`src/rtl/warp_mem_sequencer.sv`:
```
// Serializes one warp-wide load/store onto a single-port memory, issuing active
// threads lowest-index first and returning the gathered result in one pulse.
module warp_mem_sequencer #(
  parameter int NUM_THREADS = 4,
  parameter int DATA_WIDTH  = 16,
  parameter int ADDR_WIDTH  = 16
) (
  input  logic                              clk,
  input  logic                              rst,
  input  logic                              req_valid,
  output logic                              req_ready,
  input  logic                              req_we,
  input  logic [NUM_THREADS-1:0]            req_mask,
  input  logic [NUM_THREADS*ADDR_WIDTH-1:0] req_addr,
  input  logic [NUM_THREADS*DATA_WIDTH-1:0] req_wdata,
  output logic                              rsp_valid,
  output logic [NUM_THREADS-1:0]            rsp_mask,
  output logic [NUM_THREADS*DATA_WIDTH-1:0] rsp_rdata,
  output logic                              mem_valid,
  input  logic                              mem_ready,
  output logic                              mem_we,
  output logic [ADDR_WIDTH-1:0]             mem_addr,
  output logic [DATA_WIDTH-1:0]             mem_wdata,
  input  logic                              mem_rvalid,
  input  logic [DATA_WIDTH-1:0]             mem_rdata,
  output logic                              busy
);

  localparam int IDX_W = (NUM_THREADS > 1) ? $clog2(NUM_THREADS) : 1;

  typedef enum logic [1:0] {IDLE, ISSUE, WAIT_R, RESP} state_t;

  state_t                                 state_q, state_d;
  logic                                   we_q, we_d;
  logic [NUM_THREADS-1:0]                 mask_q, mask_d;
  logic [NUM_THREADS-1:0]                 pending_q, pending_d;
  logic [NUM_THREADS-1:0][ADDR_WIDTH-1:0] addr_q, addr_d;
  logic [NUM_THREADS-1:0][DATA_WIDTH-1:0] wdata_q, wdata_d;
  logic [NUM_THREADS-1:0][DATA_WIDTH-1:0] rdata_q, rdata_d;
  logic                                   reuse_q, reuse_d;
  logic [ADDR_WIDTH-1:0]                  last_addr_q, last_addr_d;
  logic [DATA_WIDTH-1:0]                  last_data_q, last_data_d;

  logic [IDX_W-1:0]       cur;
  logic [NUM_THREADS-1:0] pending_clr;
  logic                   reuse_hit;

  // Lowest set bit of pending is the thread being served; it stays stable
  // through WAIT_R because its pending bit only clears on completion.
  always_comb begin
    cur = '0;
    for (int i = NUM_THREADS - 1; i >= 0; i--) begin
      if (pending_q[i]) cur = IDX_W'(i);
    end
  end

  assign pending_clr = pending_q & ~(NUM_THREADS'(1) << cur);
  assign reuse_hit   = !we_q && reuse_q && (addr_q[cur] == last_addr_q);

  always_comb begin
    // NOTE: every output and next-state value gets a default first so that no
    // path through the case statement can leave one unassigned (no latches).
    state_d     = state_q;
    we_d        = we_q;
    mask_d      = mask_q;
    pending_d   = pending_q;
    addr_d      = addr_q;
    wdata_d     = wdata_q;
    rdata_d     = rdata_q;
    reuse_d     = reuse_q;
    last_addr_d = last_addr_q;
    last_data_d = last_data_q;
    req_ready   = 1'b0;
    rsp_valid   = 1'b0;
    mem_valid   = 1'b0;
    mem_we      = 1'b0;
    mem_addr    = '0;
    mem_wdata   = '0;

    unique case (state_q)
      IDLE: begin
        req_ready = 1'b1;
        if (req_valid) begin
          we_d      = req_we;
          mask_d    = req_mask;
          pending_d = req_mask;
          addr_d    = req_addr;
          wdata_d   = req_wdata;
          rdata_d   = '0;
          reuse_d   = 1'b0;
          state_d   = (req_mask == '0) ? RESP : ISSUE;
        end
      end

      ISSUE: begin
        if (reuse_hit) begin
          rdata_d[cur] = last_data_q;
          pending_d    = pending_clr;
          if (pending_clr == '0) state_d = RESP;
        end else begin
          // Driven purely from held state, so the access stays stable while stalled.
          mem_valid = 1'b1;
          mem_we    = we_q;
          mem_addr  = addr_q[cur];
          mem_wdata = wdata_q[cur];
          if (mem_ready) begin
            if (we_q) begin
              pending_d = pending_clr;
              if (pending_clr == '0) state_d = RESP;
            end else begin
              state_d = WAIT_R;
            end
          end
        end
      end

      WAIT_R: begin
        if (mem_rvalid) begin
          rdata_d[cur] = mem_rdata;
          last_addr_d  = addr_q[cur];
          last_data_d  = mem_rdata;
          reuse_d      = 1'b1;
          pending_d    = pending_clr;
          state_d      = (pending_clr == '0) ? RESP : ISSUE;
        end
      end

      RESP: begin
        rsp_valid = 1'b1;
        state_d   = IDLE;
      end

      default: state_d = IDLE;
    endcase
  end

  // NOTE: the request buffers are cleared on reset too; rsp_mask/rsp_rdata are
  // read straight from them and must show zeros right after reset.
  always_ff @(posedge clk or posedge rst) begin
    if (rst) begin
      state_q     <= IDLE;
      we_q        <= 1'b0;
      mask_q      <= '0;
      pending_q   <= '0;
      addr_q      <= '0;
      wdata_q     <= '0;
      rdata_q     <= '0;
      reuse_q     <= 1'b0;
      last_addr_q <= '0;
      last_data_q <= '0;
    end else begin
      // NOTE: non-blocking updates so every flop samples pre-edge values.
      state_q     <= state_d;
      we_q        <= we_d;
      mask_q      <= mask_d;
      pending_q   <= pending_d;
      addr_q      <= addr_d;
      wdata_q     <= wdata_d;
      rdata_q     <= rdata_d;
      reuse_q     <= reuse_d;
      last_addr_q <= last_addr_d;
      last_data_q <= last_data_d;
    end
  end

  assign rsp_mask  = mask_q;
  assign rsp_rdata = rdata_q;
  assign busy      = (state_q != IDLE);

endmodule

```
`config.mk`:
```
export PLATFORM = sky130hd
export DESIGN_NAME = warp_mem_sequencer
export DESIGN_NICKNAME = d
export VERILOG_FILES = /design/src/rtl/warp_mem_sequencer.sv
export SDC_FILE = /design/constraint.sdc
export NUM_CORES = 1
export LEC_CHECK = 0
export CAP_MARGIN = 0
export CORE_UTILIZATION = 25
export CTS_BUF_LIST = sky130_fd_sc_hd__clkbuf_4 sky130_fd_sc_hd__clkbuf_8
export DETAILED_ROUTE_END_ITERATION = 7
export PLACE_DENSITY = 0.49
export REMOVE_ABC_BUFFERS = 1
export SLEW_MARGIN = 5
export SYNTH_ARGS = -nofsm -noshare
export SYNTH_HDL_FRONTEND = slang
export SYNTH_SLANG_ARGS = --single-unit
```
`constraint.sdc`:
```
create_clock -name clk -period 9.37 [get_ports clk]
set_clock_uncertainty 0.1 [all_clocks]
set_input_delay 1.874 -clock clk [delete_from_list [all_inputs] [get_ports clk]]
set_output_delay 1.874 -clock clk [all_outputs]
set_load 0.03 [all_outputs]
```
==> results.md, run 1 <==
- Status: complete, no violations
- Crit Path Class: reg -> out
- Area contributors post-synth: dfrtp_1 (51%), mux2_2 (14%), o21ai_0 (7.1%)
- TritonCTS Buffers: 45
- Initial Utilization: about a quarter
- Most common cell after layout, fill and taps aside: clkdlybuf4s50_1
- Worst endpoint required time: about 7.4 ns
- Setup TNS: 0 ns
- Hold Path Sink: last_addr_q[3]$_DFFE_PP0P_
- Place WS: roughly 2.5 ns
- I/O pins: around 260
- Endpoints failing setup: 0
- Vias in the first global route: between 9000 and 10000
- Final wirelength: around 38 mm
- Path depth of the worst reg2reg path: 9
- Synthesized cell area: 11580 um2
- Ys flop type: dfrtp_1
- Clock root buffer: clkbuf_8
- Syn Inst Count: roughly 1000
- Slew HR: between 20% and 30%
- Reg2Reg Setup Slack: 3.82 ns
- Max Cap Viol: 0
- Worst slew pin tran: about 1.1 ns
- Static Leak: around 6.4 nW
- Number of synthesized flops with an enable pin: 0
- FILL cells: around 4700
- Gr ovfl total: 0
- Hold Vio Cnt, Final: 0
- Via density: between 4 and 5
- Fmax achieved: 0.1334 GHz
- Netlist cell types: 58
- Ys Warns: 0
- DR WL/cell: around 20 um
- Commonest non-fill, non-tap cells in the layout: clkdlybuf4s50_1 (258), dfrtp_1 (235), o21ai_0 (164)
- Gr usage total: 16.10%
- Initial drt markers: about 500
- Sequential area share after synthesis: 51.02%
- Crit share post-route: 79.99%
- Final min period: around 7.5 ns
- Crit path launch: pending_q[1]$_DFFE_PP0P_
- Synth area leader: dfrtp_1
- Startpoint class of the critical path: flop
- Port buffer count: approximately 260
- Row Count: approximately 80
- Worst hold path type: reg -> reg
- Setup Buffers After CTS: 0
- Top-area cell type share of the netlist area: 51.02%
- Cells on Worst Hold Path: 2
- Crit end category: output pin
- Hold Startpoint: last_addr_q[3]$_DFFE_PP0P_
- GPL Wtd Cong: 0.7556
- Die area: between 40000 and 50000 um2
- Initial antenna violation count: 2
- Ys async rst share: 100.0%
- P&R area growth vs syn: 35.09%
- DRT Pass-1 Iters: 7
- Via count: around 9300
- Hold-fix buffers at CTS: 0
- Die H: 217.2 um
- Reg2Reg Launch Point: pending_q[1]$_DFFE_PP0P_
- Worst Path Max Fanout: between 40 and 50
- Chip width: roughly 220 um
- Worst R2R End: rsp_rdata[0]$_DFFE_PP0P_
- Number of synthesized register bits: ~240
- TritonCTS clock tree: built
- Largest net degree at the start of global routing: ~100
- Syn Area/Cell: about 11 um2
- H-tree depth: 2
- Final WS setup: 1.875 ns
- Post-cts sizing count: 0
- ANT nets after route: 0
- Fin. max-slew vios: 0
- Core area: about 45000 um2
- RSZ-0062 raised after global routing: no
- TritonCTS Sinks: approximately 240
- Clock buffer depth: 3
- Worst-path clk slew: approximately 0.060 ns
- Data arrival time of the critical path: ~5.5 ns
- First-pass GRT wire length: roughly 60 mm
- Nets: around 1400
- Share of layout cells above drive strength 1: between 20% and 30%
- Clock Latency Late Sink: about 0.6 ns
- Drt drc: 0
- Power Dens Cells: roughly 370 nW/um2
- Worst vdd ir: 0.1633 mV
- Post-DP HPWL: 24.31 mm
metrics by stage:
| stage | hold WS, ns | utilization, % | power [mW] | cell area [um2] | std cells |
|---|---|---|---|---|---|
| finish | 0.3850 | 34.39 | 5.862 | 15640 | 1913 |
| global route | 0.4039 | 34.37 | 6.316 | 15630 | 1910 |
| CTS | 0.3882 | 34.37 | 5.958 | 15630 | 1909 |
| detailed placement | 0.3746 | 32.21 | 4.807 | 14650 | 1827 |
| global placement | 0.3663 | 32.21 | 4.764 | 14650 | 1827 |
| floorplan | 0.3498 | - | 3.742 | 11170 | 956 |
routing by layer:
metal,global-route usage [%],wire length [um],vias up
li1,-,-,4349
met1,21.34,16960,4593
met2,25.63,17380,298
met3,3.690,2339,46
met4,5.634,823,0
met5,0,0,-
power by group:
group | internal [mW] | switching (mW)
Sequential | 1.48 | 0.328
Combinational | 1.28 | 1.67
Clock | 0.639 | 0.469
Total | 3.40 | 2.46
cell type report:
cell class                      count  area [um2]  share of cell area (%)
Inverter                           20       85.08                  0.5440
Clock buffer                       74       905.9                   5.792
Multi-Input combinational cell    700        5224                   33.40
Antenna cell                        4       10.01                 0.06401
Timing Repair Buffer              271        2680                   17.14
Tap cell                          600       750.7                   4.800
Clock inverter                      8       76.32                  0.4880
Sequential cell                   236        5907                   37.77
critical path, stage by stage (launching register included):
cell and delay (ns):
dfrtp_2 0.89, nor3_2 0.17, nor2_4 0.88, o21ai_0 0.46
a221o_1 0.45, nor4_1 0.31, a41o_2 0.89, inv_4 0.17
clkdlybuf4s50_1 0.68
worst max-delay path by stage:
stage / end / slack (ns) / cells past startpoint
CTS: mem_valid / 1.76 / 8
detailed placement: mem_valid / 2.45 / 8
floorplan: addr_q[0]$_DFFE_PP0P_ / 0.92 / 1
global route: mem_valid / 1.43 / 8
global placement: mem_valid / 2.61 / 8
finish: mem_valid / 1.87 / 8
flip-flops by register name (all words and copies together), names as in the netlist:
signal / cells
rsp_rdata: 64
we_q: 1
addr_q: 64
pending_q: 4
last_data_q: 16
rsp_mask: 4
wdata_q: 64
state_q: 2
reuse_q: 1
last_addr_q: 16
cells in the mapped netlist, types with 2 or more instances:
cell / number
o22ai_1: 7
a222oi_1: 16
a21boi_0: 64
buf_2: 10
nor2b_1: 17
o31ai_1: 15
nor2_1: 26
or3_1: 4
or3b_2: 2
ha_1: 4
o21a_1: 3
o22a_1: 65
nand3_1: 4
or2_2: 2
dfrtp_1: 236
mux2i_1: 2
nor4_1: 4
nand2_1: 51
buf_1: 7
nor3_4: 4
or4b_1: 2
o311ai_0: 2
nor4b_1: 2
nand2b_1: 3
a21oi_1: 35
nor3b_1: 13
buf_6: 6
inv_1: 19
clkbuf_1: 69
nor3_1: 6
o21ai_0: 164
a221o_1: 3
o2bb2ai_1: 3
a311oi_1: 2
o2111ai_1: 2
mux2_2: 148
xnor2_1: 5
and2_1: 2
kinds of logic after synthesis:
family	count (synthesis)	synth area share, %
xor+xnor	5	0.3783
compound gates	391	22.24
simple gates	149	7.058
flops	236	51.02
fa+ha+maj	5	0.5188
mux	150	14.57
buf+inv	113	4.215
Note: power is estimated with default switching activity, not from simulation.
==> run 2, diff against run 1 <==
==> constraint.sdc (replaced) <==
create_clock -name clk -period 7.7 [get_ports clk]
set_clock_uncertainty 0.1 [all_clocks]
set_input_delay 1.54 -clock clk [delete_from_list [all_inputs] [get_ports clk]]
set_output_delay 1.54 -clock clk [all_outputs]
set_load 0.03 [all_outputs]
==> results.md, run 2 (synthesis gave the netlist of run 1 again) <==
- Status: complete, no violations
- Crit end category: output pin
- Top delay family on crit path: compound AO/OA/AOI/OAI gates
- Clock buffer depth: 3
- Path depth of the worst reg2reg path: 10
- H-tree depth: 2
- Post-cts sizing count: 0
- Initial antenna violation count: 0
- Final Non-Filler Cells: 1909
- Critical Path Sink: mem_valid
- Endpoints failing setup: 0
- RSZ-0062 raised after global routing: no
- Commonest non-fill, non-tap cells in the layout: clkdlybuf4s50_1 (258), dfrtp_1 (235), o21ai_0 (164)
- TritonCTS Buffers: 46
- Data arrival time of the critical path: between 5 and 6 ns
- Worst slew pin tran: ~1.0 ns
- Crit share post-route: around 87%
- Crit path launch: pending_q[2]$_DFFE_PP0P_
- Critical-path cell list: buf_4 > or3b_2 > o22a_1 > o21ai_0 > a221o_1 > nor4_2 > a41o_2 > inv_4 > clkdlybuf4s50_1
- Hold Vio Cnt, Final: 0
- DP Area: approximately 15000 um2
- Final Util: between 30% and 40%
- Vias in the first global route: 9614
- Worst vdd ir: 0.3195 mV
- Worst Path Max Fanout: 40
- Placed cells: 1828
- Worst path bufs/invs: 3
- Levels on crit path: 9
- Via count: ~9200
- Worst endpoint required time: roughly 6.1 ns
- Row Count: 78
- Static Leak: roughly 6.4 nW
- Place WS: around 1.6 ns
- Core area: approximately 45000 um2
- Setup Buffers After CTS: 0
- Die H: 217.2 um
- Post-DP HPWL: between 20 and 25 mm
- Worst R2R End: rsp_rdata[0]$_DFFE_PP0P_
- Gr usage total: 15.79%
- ANT nets after route: 0
- Sequential cell area: just under 6000 um2
- P&R area growth vs syn: 34.93%
- Hold-fix buffers at CTS: 0
- Clock Latency Late Sink: about 0.62 ns
- Clock root buffer: clkbuf_8
- TritonCTS Sinks: around 240
- Port buffer count: between 200 and 300
- Power Dens Cells: about 450 nW/um2
- Gr ovfl total: 0
- Max stage delay cell, worst path: a41o_2
- FILL cells: 4682
- Fin area: about 16000 um2
- First-pass GRT wire length: between 50 and 60 mm
- Reg2Reg Launch Point: pending_q[2]$_DFFE_PP0P_
- Final wirelength: about 37 mm
- DR WL/cell: between 15 and 20 um
- Share of layout cells above drive strength 1: between 20% and 30%
- Multi-input logic area: 5224 um2
- Fmax achieved: roughly 0.15 GHz
- Initial Utilization: about a quarter
- Worst hold margin: ~0.39 ns
- Die area: between 40000 and 50000 um2
- DRT Pass-1 Iters: 5
- Worst hold path type: reg -> reg
- Final min period: 6.664 ns
- Worst-path clk slew: around 0.06 ns
- I/O pins: ~260
- Startpoint class of the critical path: flop
- Most common cell after layout, fill and taps aside: clkdlybuf4s50_1
- Max Cap Viol: 0
- Final WS setup: 1.036 ns
- Slew HR: roughly 30%
- Crit Path Class: reg -> out
- GPL Wtd Cong: between 0.7 and 0.8
- Chip width: roughly 220 um
- Initial drt markers: 510
- Fin. max-slew vios: 0
- Slowest stage delay, CP: roughly 0.88 ns
- Drt drc: 0
- Via density: 4.843
- TritonCTS clock tree: built
- Nets: 1434
- Largest net degree at the start of global routing: about 140
- Reg2Reg Setup Slack: 2.66 ns
run 2: cell count changes in the layout (fill, tap and decap cells not counted), sizes merged:
| cell | change |
|---|---|
| inv | +1 |
| clkinv | -1 |
| diode | -3 |
| buf | +1 |
| bufinv | -1 |
| clkbuf | +1 |
| clkinvlp | -2 |
run 2: metal layers:
| metal | GRT usage (%) | wire length [um] | share of wire (%) | up-vias |
|---|---|---|---|---|
| met5 | 0 | 0 | 0 | - |
| met1 | 21.27 | 17250 | 46 | 4593 |
| li1 | - | - | - | 4353 |
| met3 | 3.187 | 1836 | 4.9 | 50 |
| met4 | 5.493 | 803 | 2.2 | 0 |
| met2 | 25.05 | 17230 | 46 | 249 |
run 2: through the flow:
step	TNS [ns]	power (mW)
floorplan	-97.87	4.554
global placement	0	5.813
detailed placement	0	5.856
CTS	0	7.217
global route	0	7.631
finish	0	7.090
run 2: cell type report:
class | instances | share of cell area [%]
timing repair buffer | 272 | 17.29
clock inverter | 5 | 0.2804
antenna | 1 | 0.01602
multi-input combinational | 700 | 33.44
inverter | 20 | 0.5447
tap | 600 | 4.806
sequential | 236 | 37.82
clock buffer | 75 | 5.807
run 2: worst min-delay path: stages, from the launching register on:
cell,delay (ns)
dfrtp_1,0.35
nand2_1,0.05
o21ai_0,0.06
run 2: where the power goes:
group          switching [mW]  total, mW  internal [mW]
Clock                   0.559       1.30          0.743
Combinational            2.01       3.57           1.56
Sequential              0.411       2.22           1.81
run 2: worst min path at each step:
stage | slack, ns | cells after the start | end | startpoint
6_report | 0.39 | 2 | last_addr_q[13]$_DFFE_PP0P_ | last_addr_q[13]$_DFFE_PP0P_
3_5_place_dp | 0.38 | 2 | last_addr_q[3]$_DFFE_PP0P_ | last_addr_q[3]$_DFFE_PP0P_
4_1_cts | 0.39 | 2 | last_addr_q[3]$_DFFE_PP0P_ | last_addr_q[3]$_DFFE_PP0P_
3_3_place_gp | 0.37 | 1 | rsp_rdata[57]$_DFFE_PP0P_ | rsp_rdata[57]$_DFFE_PP0P_
5_1_grt | 0.41 | 1 | wdata_q[20]$_DFFE_PP0P_ | wdata_q[20]$_DFFE_PP0P_
2_1_floorplan | 0.35 | 2 | last_addr_q[13]$_DFFE_PP0P_ | last_addr_q[13]$_DFFE_PP0P_
==> run 3, diff against run 2 <==
--- a/config.mk
+++ b/config.mk
@@ -9,6 +9,7 @@
 export CORE_UTILIZATION = 25
 export CTS_BUF_LIST = sky130_fd_sc_hd__clkbuf_4 sky130_fd_sc_hd__clkbuf_8
 export DETAILED_ROUTE_END_ITERATION = 7
+export GPL_TIMING_DRIVEN = 0
 export PLACE_DENSITY = 0.49
 export REMOVE_ABC_BUFFERS = 1
 export SLEW_MARGIN = 5
==> results.md, run 3 (synthesis gave the netlist of run 1 again) <==
- Drt drc: 0
- Final min period: 7.275 ns
- TritonCTS Buffers: between 40 and 50
- Fin area: approximately 16000 um2
- Reg2Reg Setup Slack: roughly 2.0 ns
- Commonest non-fill, non-tap cells in the layout: clkdlybuf4s50_1 (258), dfrtp_1 (234), o21ai_0 (164)
- Slowest stage delay, CP: between 1 and 1.5 ns
- Crit Path Class: reg -> out
- Power Dens Cells: between 400 and 500 nW/um2
- Worst slew pin tran: between 1 and 1.5 ns
- Post-DP HPWL: 24.40 mm
- P&R area growth vs syn: 36.45%
- Status: complete, no violations
- Hold Path Sink: last_addr_q[2]$_DFFE_PP0P_
- Row Count: roughly 80
- Top delay family on crit path: compound AO/OA/AOI/OAI gates
- Die H: about 220 um
- Crit share post-route: between 90 and 100%
- Worst Path Max Fanout: 40
- Crit end category: output pin
- Data arrival time of the critical path: 5.64 ns
- DRT Pass-1 Iters: 5
- Vias in the first global route: about 9600
- I/O pins: roughly 260
- Port buffer count: approximately 260
- Initial drt markers: a little over 600
- Most common cell after layout, fill and taps aside: clkdlybuf4s50_1
- Cells on Worst Hold Path: 2
- Hold Vio Cnt, Final: 0
- Fmax achieved: between 0.1 and 0.15 GHz
- Worst-path clk slew: roughly 0.060 ns
- Worst endpoint required time: a little over 6 ns
- Gr usage total: about 16%
- Critical-path cell list: nand2b_2 > o21ai_0 > o31ai_1 > o2111ai_1 > nor4_2 > a41o_2 > nor2_1 > clkdlybuf4s50_1
- Core area: 45480 um2
- Worst path bufs/invs: 1
- Nets: between 1000 and 1500
- Total power: between 7 and 8 mW
- First-pass GRT wire length: 58.84 mm
- Path depth of the worst reg2reg path: 9
- Levels on crit path: 8
- Final wirelength: 38.17 mm
- Largest net degree at the start of global routing: between 90 and 100
- GPL Wtd Cong: around 0.73
- Post-cts sizing count: 0
- Max Cap Viol: 0
- Worst vdd ir: 0.1749 mV
- TritonCTS Sinks: about 240
- H-tree depth: 2
- TritonCTS clock tree: built
- Met1 Track Usage GR: roughly a fifth
- Fin. max-slew vios: 0
- Routing usage on met2: about a quarter
- Max stage delay cell, worst path: dfrtp_1
- Startpoint class of the critical path: flop
- Slew HR: 9.583%
- DR WL/cell: between 15 and 20 um
- Hold-fix buffers at CTS: 0
- Chip width: between 200 and 250 um
- Setup Buffers After CTS: 0
- Die area: between 40000 and 50000 um2
- Initial Utilization: 25.45%
- Initial antenna violation count: 3
- Clock root buffer: clkbuf_8
- Hold Startpoint: last_addr_q[2]$_DFFE_PP0P_
- Clock buffer depth: 3
- ANT nets after route: 0
- Reg2Reg Launch Point: pending_q[0]$_DFFE_PP0P_
- Met3 global-route usage: about 4.8%
- Worst hold path type: reg -> reg
- Worst R2R End: rsp_rdata[16]$_DFFE_PP0P_
- Clock Latency Late Sink: about 0.6 ns
- Static Leak: between 6 and 7 nW
- Endpoints failing setup: 0
- Share of layout cells above drive strength 1: between 20% and 30%
- Gr busiest metal: met2
- DP Area: between 10000 and 15000 um2
- RSZ-0062 raised after global routing: no
- Setup TNS: 0 ns
- Via count: 9350
- Gr ovfl total: 0
- Via density: about 5
[run 3: how the worst max path moves through the flow]
stage | from | end
after floorplan | rst | addr_q[0]$_DFFE_PP0P_
after global placement | rst | addr_q[8]$_DFFE_PP0P_
final | pending_q[0]$_DFFE_PP0P_ | mem_addr[10]
after CTS | pending_q[0]$_DFFE_PP0P_ | mem_addr[10]
after detailed placement | pending_q[0]$_DFFE_PP0P_ | mem_valid
after global routing | pending_q[0]$_DFFE_PP0P_ | mem_valid
[run 3: layer usage]
metal / share of wire (%) / up-vias
met5: 0.071 / -
met4: 2.2 / 4
met3: 6.3 / 61
met2: 46 / 254
li1: - / 4332
met1: 45 / 4699
[run 3: report_power, final]
part           internal (mW)  leakage [nW]  switching [mW]
Clock                  0.729         0.506           0.565
Combinational           1.63          3.06            2.03
Sequential              1.81          2.90           0.399
Total                   4.17          6.46            3.00
[run 3: layout make-up]
| class | instances | area (um2) |
|---|---|---|
| clock inverters | 7 | 35.03 |
| repair buffers | 273 | 2885 |
| fillers | 4704 | 29680 |
| inverters | 20 | 85.08 |
| diodes | 3 | 7.507 |
| flip-flops and latches | 236 | 5908 |
| well taps | 600 | 750.7 |
| clock buffers | 73 | 892.1 |
| multi-input cells | 700 | 5231 |
[run 3: stage by stage]
stage               utilization [%]  hold WS, ns  worst slack (ns)  instances
floorplan                         -       0.3498           -0.4147        956
global route                  34.72       0.4061          0.004453       1910
global placement              31.88       0.3648            -4.476       1814
detailed placement            32.67       0.3707            0.8805       1829
CTS                           34.71       0.3843            0.2424       1909
finish                        34.73       0.3786            0.4247       1912
[run 3: worst reg2reg max path: cells and delay by family, from the launching register on]
kind,cells,cell delay (ns)
DFF,1,1.24
and+or+nand+nor,3,2.01
AOI/OAI and AO/OA,5,2.10
buffers and inverters,1,0.19
